### src/rtl/pxs_cursor_ctrl.sv
// Text-console cursor position / scroll handshake / blink controller.
// Blink logic is built only with PXS_CURSOR_BLINK_EN defined.
module pxs_cursor_ctrl #(
  parameter int COLS         = 80,
  parameter int ROWS         = 60,
  parameter int BLINK_FRAMES = 30
) (
  input  logic       px_clk,
  input  logic       rst_n,
  input  logic       cmd_valid,
  output logic       cmd_ready,
  input  logic [2:0] cmd,
  input  logic [6:0] cmd_x,
  input  logic [6:0] cmd_y,
  input  logic       frame_tick,
  output logic       scroll_req,
  input  logic       scroll_ack,
  output logic [6:0] cursor_x,
  output logic [6:0] cursor_y,
  output logic [3:0] tcursor
);

  localparam logic [6:0] XMAX = 7'(COLS - 1);
  localparam logic [6:0] YMAX = 7'(ROWS - 1);

  localparam logic [2:0] OP_NOP   = 3'd0;
  localparam logic [2:0] OP_RIGHT = 3'd1;
  localparam logic [2:0] OP_LEFT  = 3'd2;
  localparam logic [2:0] OP_UP    = 3'd3;
  localparam logic [2:0] OP_DOWN  = 3'd4;
  localparam logic [2:0] OP_CR    = 3'd5;
  localparam logic [2:0] OP_LF    = 3'd6;
  localparam logic [2:0] OP_SET   = 3'd7;

  typedef enum logic {
    IDLE,
    SCROLL_WAIT
  } state_t;

  state_t     state;
  logic       accept;
  logic [6:0] nx;
  logic [6:0] ny;
  logic       need_scroll;

  assign cmd_ready  = (state == IDLE);
  assign scroll_req = (state == SCROLL_WAIT);
  assign accept     = cmd_valid & cmd_ready;

  always_comb begin
    nx          = cursor_x;
    ny          = cursor_y;
    need_scroll = 1'b0;
    unique case (cmd)
      OP_RIGHT: begin
        if (cursor_x < XMAX) begin
          nx = cursor_x + 7'd1;
        end else begin
          nx = 7'd0;
          if (cursor_y < YMAX) ny = cursor_y + 7'd1;
          else need_scroll = 1'b1;
        end
      end
      OP_LEFT: if (cursor_x != 7'd0) nx = cursor_x - 7'd1;
      OP_UP:   if (cursor_y != 7'd0) ny = cursor_y - 7'd1;
      OP_DOWN: if (cursor_y < YMAX) ny = cursor_y + 7'd1;
      OP_CR:   nx = 7'd0;
      OP_LF: begin
        if (cursor_y < YMAX) ny = cursor_y + 7'd1;
        else need_scroll = 1'b1;
      end
      OP_SET: begin
        nx = (cmd_x > XMAX) ? XMAX : cmd_x;
        ny = (cmd_y > YMAX) ? YMAX : cmd_y;
      end
      default: ;
    endcase
  end

  always_ff @(posedge px_clk or negedge rst_n) begin
    if (!rst_n) begin
      state    <= IDLE;
      cursor_x <= 7'd0;
      cursor_y <= 7'd0;
    end else begin
      unique case (state)
        IDLE: begin
          if (accept) begin
            cursor_x <= nx;
            cursor_y <= ny;
            if (need_scroll) state <= SCROLL_WAIT;
          end
        end
        SCROLL_WAIT: if (scroll_ack) state <= IDLE;
        default: state <= IDLE;
      endcase
    end
  end

`ifdef PXS_CURSOR_BLINK_EN
  localparam int CW = (BLINK_FRAMES > 1) ? $clog2(BLINK_FRAMES) : 1;
  localparam logic [CW-1:0] BMAX = CW'(BLINK_FRAMES - 1);

  logic [CW-1:0] blink_cnt;
  logic          blink_vis;

  // A move restarts the blink so the cursor is visible right away.
  always_ff @(posedge px_clk or negedge rst_n) begin
    if (!rst_n) begin
      blink_cnt <= '0;
      blink_vis <= 1'b1;
    end else if (accept && cmd != OP_NOP) begin
      blink_cnt <= '0;
      blink_vis <= 1'b1;
    end else if (frame_tick) begin
      if (blink_cnt == BMAX) begin
        blink_cnt <= '0;
        blink_vis <= ~blink_vis;
      end else begin
        blink_cnt <= blink_cnt + 1'b1;
      end
    end
  end

  assign tcursor = {3'b000, blink_vis};
`else
  logic unused_tick;
  assign unused_tick = frame_tick;
  assign tcursor     = 4'b0001;
`endif

endmodule

### config.mk
export PLATFORM = sky130hd
export DESIGN_NAME = pxs_cursor_ctrl
export DESIGN_NICKNAME = d
export VERILOG_FILES = /design/src/rtl/pxs_cursor_ctrl.sv
export SDC_FILE = /design/constraint.sdc
export NUM_CORES = 1
export LEC_CHECK = 0
export ABC_AREA = 1
export BUFFER_PORTS_ARGS = -buffer_cell sky130_fd_sc_hd__buf_2
export CORE_MARGIN = 2
export CORE_UTILIZATION = 25
export DETAILED_ROUTE_END_ITERATION = 6
export GPL_TIMING_DRIVEN = 0
export PLACE_DENSITY = 0.46
export SYNTH_ARGS = -nofsm -noshare
export SYNTH_HDL_FRONTEND = slang
export SYNTH_SLANG_ARGS = --single-unit
### constraint.sdc
create_clock -name px_clk -period 3.15 [get_ports px_clk]
set_input_delay 0.1575 -clock px_clk [delete_from_list [all_inputs] [get_ports px_clk]]
set_output_delay 0.1575 -clock px_clk [all_outputs]
set_load 0.05 [all_outputs]
==> metrics.md <==
| Metric | Value |
|---|---|
| Post-synthesis register bit count | `15` |
| Maximum clock path buffer count | `2` |
| Crit path buf inv count | `1` |
| DRT Pass-1 Iters | `4` |
| Number of global-route vias before repair | `1601` |
| Final setup viols | `0` |
| CTS tree | `done` |
| Critical Path RT | `3.28 ns` |
| CP cell instances | `nand4_1, nand2_1, inv_1, ha_1, or2_2, o211ai_1, o21ai_0` |
| Final Non-Filler Cells | `362` |
| Unrepaired setup endpoints after global routing | `no` |
| Synth cell types | `34` |
| Outcome | `complete, no violations` |
| Top cells by area, synth | `dfrtp_1 (24%), nand2_1 (13%), nor2_1 (7.2%)` |
| Worst Setup Start Kind | `flop` |
| Ports | `42` |
| Vias | `1681` |
| Cell-internal power | `0.6668 mW` |
| Initial drt markers | `65` |
| Slew Viols, Final | `0` |
| CP arrival | `1.89 ns` |
| Core box area | `0.005991 sq mm` |
| Crit path time final | `1.762 ns` |
| Flop2flop setup slack | `1.39 ns` |
| Seq/Total Area, Yosys | `24.00%` |
| Share of layout cells above drive strength 1 | `24.04%` |
| Fillers | `667` |
| Hold path start | `scroll_ack` |
| Share of the synthesized area in the top cell type | `24.00%` |
| DP HPWL | `3617 um` |
| Area Growth Syn to Fin | `21.52%` |
| DR WL/cell | `12.58 um` |
| Kind of critical path | `reg2reg` |
| Net Sw Frac | `58.81%` |
| Post_cts resized | `0` |
| Yosys warns | `0` |
| H-tree Lvls | `1` |
| Row cnt | `28` |
| Initial antenna violation count | `0` |
| Crit path max-delay family | `simple AND/OR/NAND/NOR gates` |
| Root buffer cell | `clkbuf_8` |
| Critical Path Source | `cursor_y[1]` |
| Pleak | `0.9885 nW` |
| Antenna Violating Nets Remaining | `0` |
| Sequential Power Share | `25.3%` |
| Pwr Density | `851.7 mW/mm^2` |
| Total GRT Usage | `13.35%` |
| Slowest stage cell, crit path | `dfrtp_1` |
| Die Ht | `83.10 um` |
| Worst r2r src | `cursor_y[1]` |
| Fmax | `567.6 MHz` |
| Hold WC Path Type | `in2reg` |
| Placed Cells | `357` |
| Ys async rst share | `100.0%` |
| Final wirelength | `4555 um` |
| Mapped Area | `0.001564 sq mm` |
| Gpl congestion | `0.8625` |
| Number of flops mapped to enable cells by yosys | `0` |
| Largest net degree at the start of global routing | `16` |
| IO buf count | `36` |
| Crit share post-route | `55.93%` |
| # diodes | `0` |
| Max-cap viol count | `0` |
| Die X | `83.10 um` |
| CTS sink cnt | `15` |
| Drt via density | `4.644` |
| Starting Density | `26.11%` |
| Clk slew on worst S/H paths | `0.07 ns` |
| Total Power | `1.619 mW` |
| Max rail drop VDD | `0.4257 mV` |
| Clk_skew | `0.003909 ns` |
| Syn Area/Cell | `6.410 sq um` |
| Worst-path fanout max | `5` |
| Largest stage delay, worst path | `0.46 ns` |
| Setup TNS | `0 ns` |
| First-pass GRT wire length | `7562 um` |
| Insertion delay of the later-clocked pin in the worst-skew pair | `0.25 ns` |
| Ys flop type | `dfrtp_1` |
| Net Sw Power | `0.9519 mW` |
| Final Hold Viols | `0` |
| Crit path capture type | `flop` |
| Grt ovf | `0` |
| Most frequent cell after synthesis | `nand2_1` |
| Cell count after synthesis | `244` |
| Nets@finish | `314` |
| Cell taking the most area after synthesis | `dfrtp_1` |
| Logic pwr share | `64.3%` |
| Part of the power in the clock network | `10.4%` |
| CTS Buf Count | `3` |
| DRC Markers | `0` |
| # Post-CTS Setup Buffers | `0` |
| Die ar. | `0.006905 sq mm` |
| Post-synth top cells | `nand2_1 (55), nor2_1 (30), inv_1 (25)` |
==> state kept, by name, summed over array words and instances, names as in the netlist <==
signal      cells
cursor_y        7
cursor_x        7
scroll_req      1
==> timing repair <==
| action | in CTS | in global routing |
|---|---|---|
| hold buffers | 1 | 0 |
| endpoints found under the hold margin | 15 | 0 |
| endpoints found under the setup margin | 0 | 0 |
==> power by group through the flow <==
| stage | Combinational [mW] | Clock (mW) | Sequential (mW) |
|---|---|---|---|
| floorplan | 0.538 | 0 | 0.664 |
| global placement | 1.04 | 0 | 0.416 |
| detailed placement | 1.04 | 0 | 0.414 |
| CTS | 1.05 | 0.174 | 0.411 |
| global route | 1.16 | 0.185 | 0.430 |
| finish | 1.04 | 0.169 | 0.410 |
==> kinds of logic (layout without fill, tap and decap cells) <==
group | count (synthesis) | in the layout | share of synthesized area (%)
flops | 15 | 15 | 24.00
buf+inv | 38 | 79 | 10.72
simple gates | 136 | 136 | 42.00
fa+ha+maj | 4 | 4 | 3.200
xor+xnor | 5 | 5 | 2.800
other cells | 2 | 4 | 0.4802
compound gates | 44 | 44 | 16.80
==> worst paths after layout <==
check | depth (start not counted) | to
min | 2 | scroll_req
min in group asynchronous | 2 | cursor_y[2]
max | 7 | cursor_y[1]
min reg2reg | 2 | scroll_req
max in group asynchronous | 2 | cursor_x[6]
max reg2reg | 7 | cursor_y[1]
==> worst reg2reg max path, stage by stage (launching register included) <==
cell and delay [ns]:
dfrtp_1 0.46, nand4_1 0.23, nand2_1 0.16, inv_1 0.05, ha_1 0.26, or2_2 0.29
o211ai_1 0.09, o21ai_0 0.11
==> routing by layer <==
| layer | routed length (um) | vias to the layer above | GRT usage [%] |
|---|---|---|---|
| met3 | 132 | 4 | 2.087 |
| met4 | 45 | 0 | 2.534 |
| met2 | 2309 | 33 | 24.34 |
| met5 | 0 | - | 0 |
| met1 | 2068 | 756 | 16.60 |
| li1 | - | 888 | - |
==> final cells by class <==
| type | count | area [sq um] | area share [%] |
|---|---|---|---|
| multi-input combinational | 193 | 1028 | 54.11 |
| sequential | 15 | 375.4 | 19.75 |
| timing repair buffer | 37 | 190.2 | 10.01 |
| inverter | 31 | 116.4 | 6.122 |
| tap | 75 | 93.84 | 4.937 |
| buffer | 7 | 51.30 | 2.699 |
| clock buffer | 4 | 45.04 | 2.370 |
==> cell usage in the layout (no fill, tap or decap), types with 2 or more instances in the layout <==
cell / count
o21ai_1: 7
nand4_1: 7
nand2_1: 55
nand3_1: 22
a21oi_1: 7
a31oi_1: 3
clkbuf_8: 3
dfrtp_1: 15
ha_1: 4
or2_2: 2
o21ai_0: 19
nand2_2: 4
conb_1: 4
nor2_2: 3
buf_4: 4
nor3_1: 5
nand3b_1: 2
buf_2: 38
inv_1: 25
inv_2: 6
nor2_1: 30
o211ai_1: 3
xor2_1: 5
==> metrics by stage <==
step	hold WS, ns	setup slack [ns]	util (%)	cell area [sq um]
after global routing	0.07542	1.241	31.73	1901
after floorplan	-0.1381	1.283	-	1572
after global placement	0.1161	1.440	30.81	1846
after CTS	0.07466	1.396	31.73	1901
final	0.07262	1.388	31.73	1901
after detailed placement	0.1159	1.414	30.81	1846
Note: power is estimated with default switching activity, not from simulation.
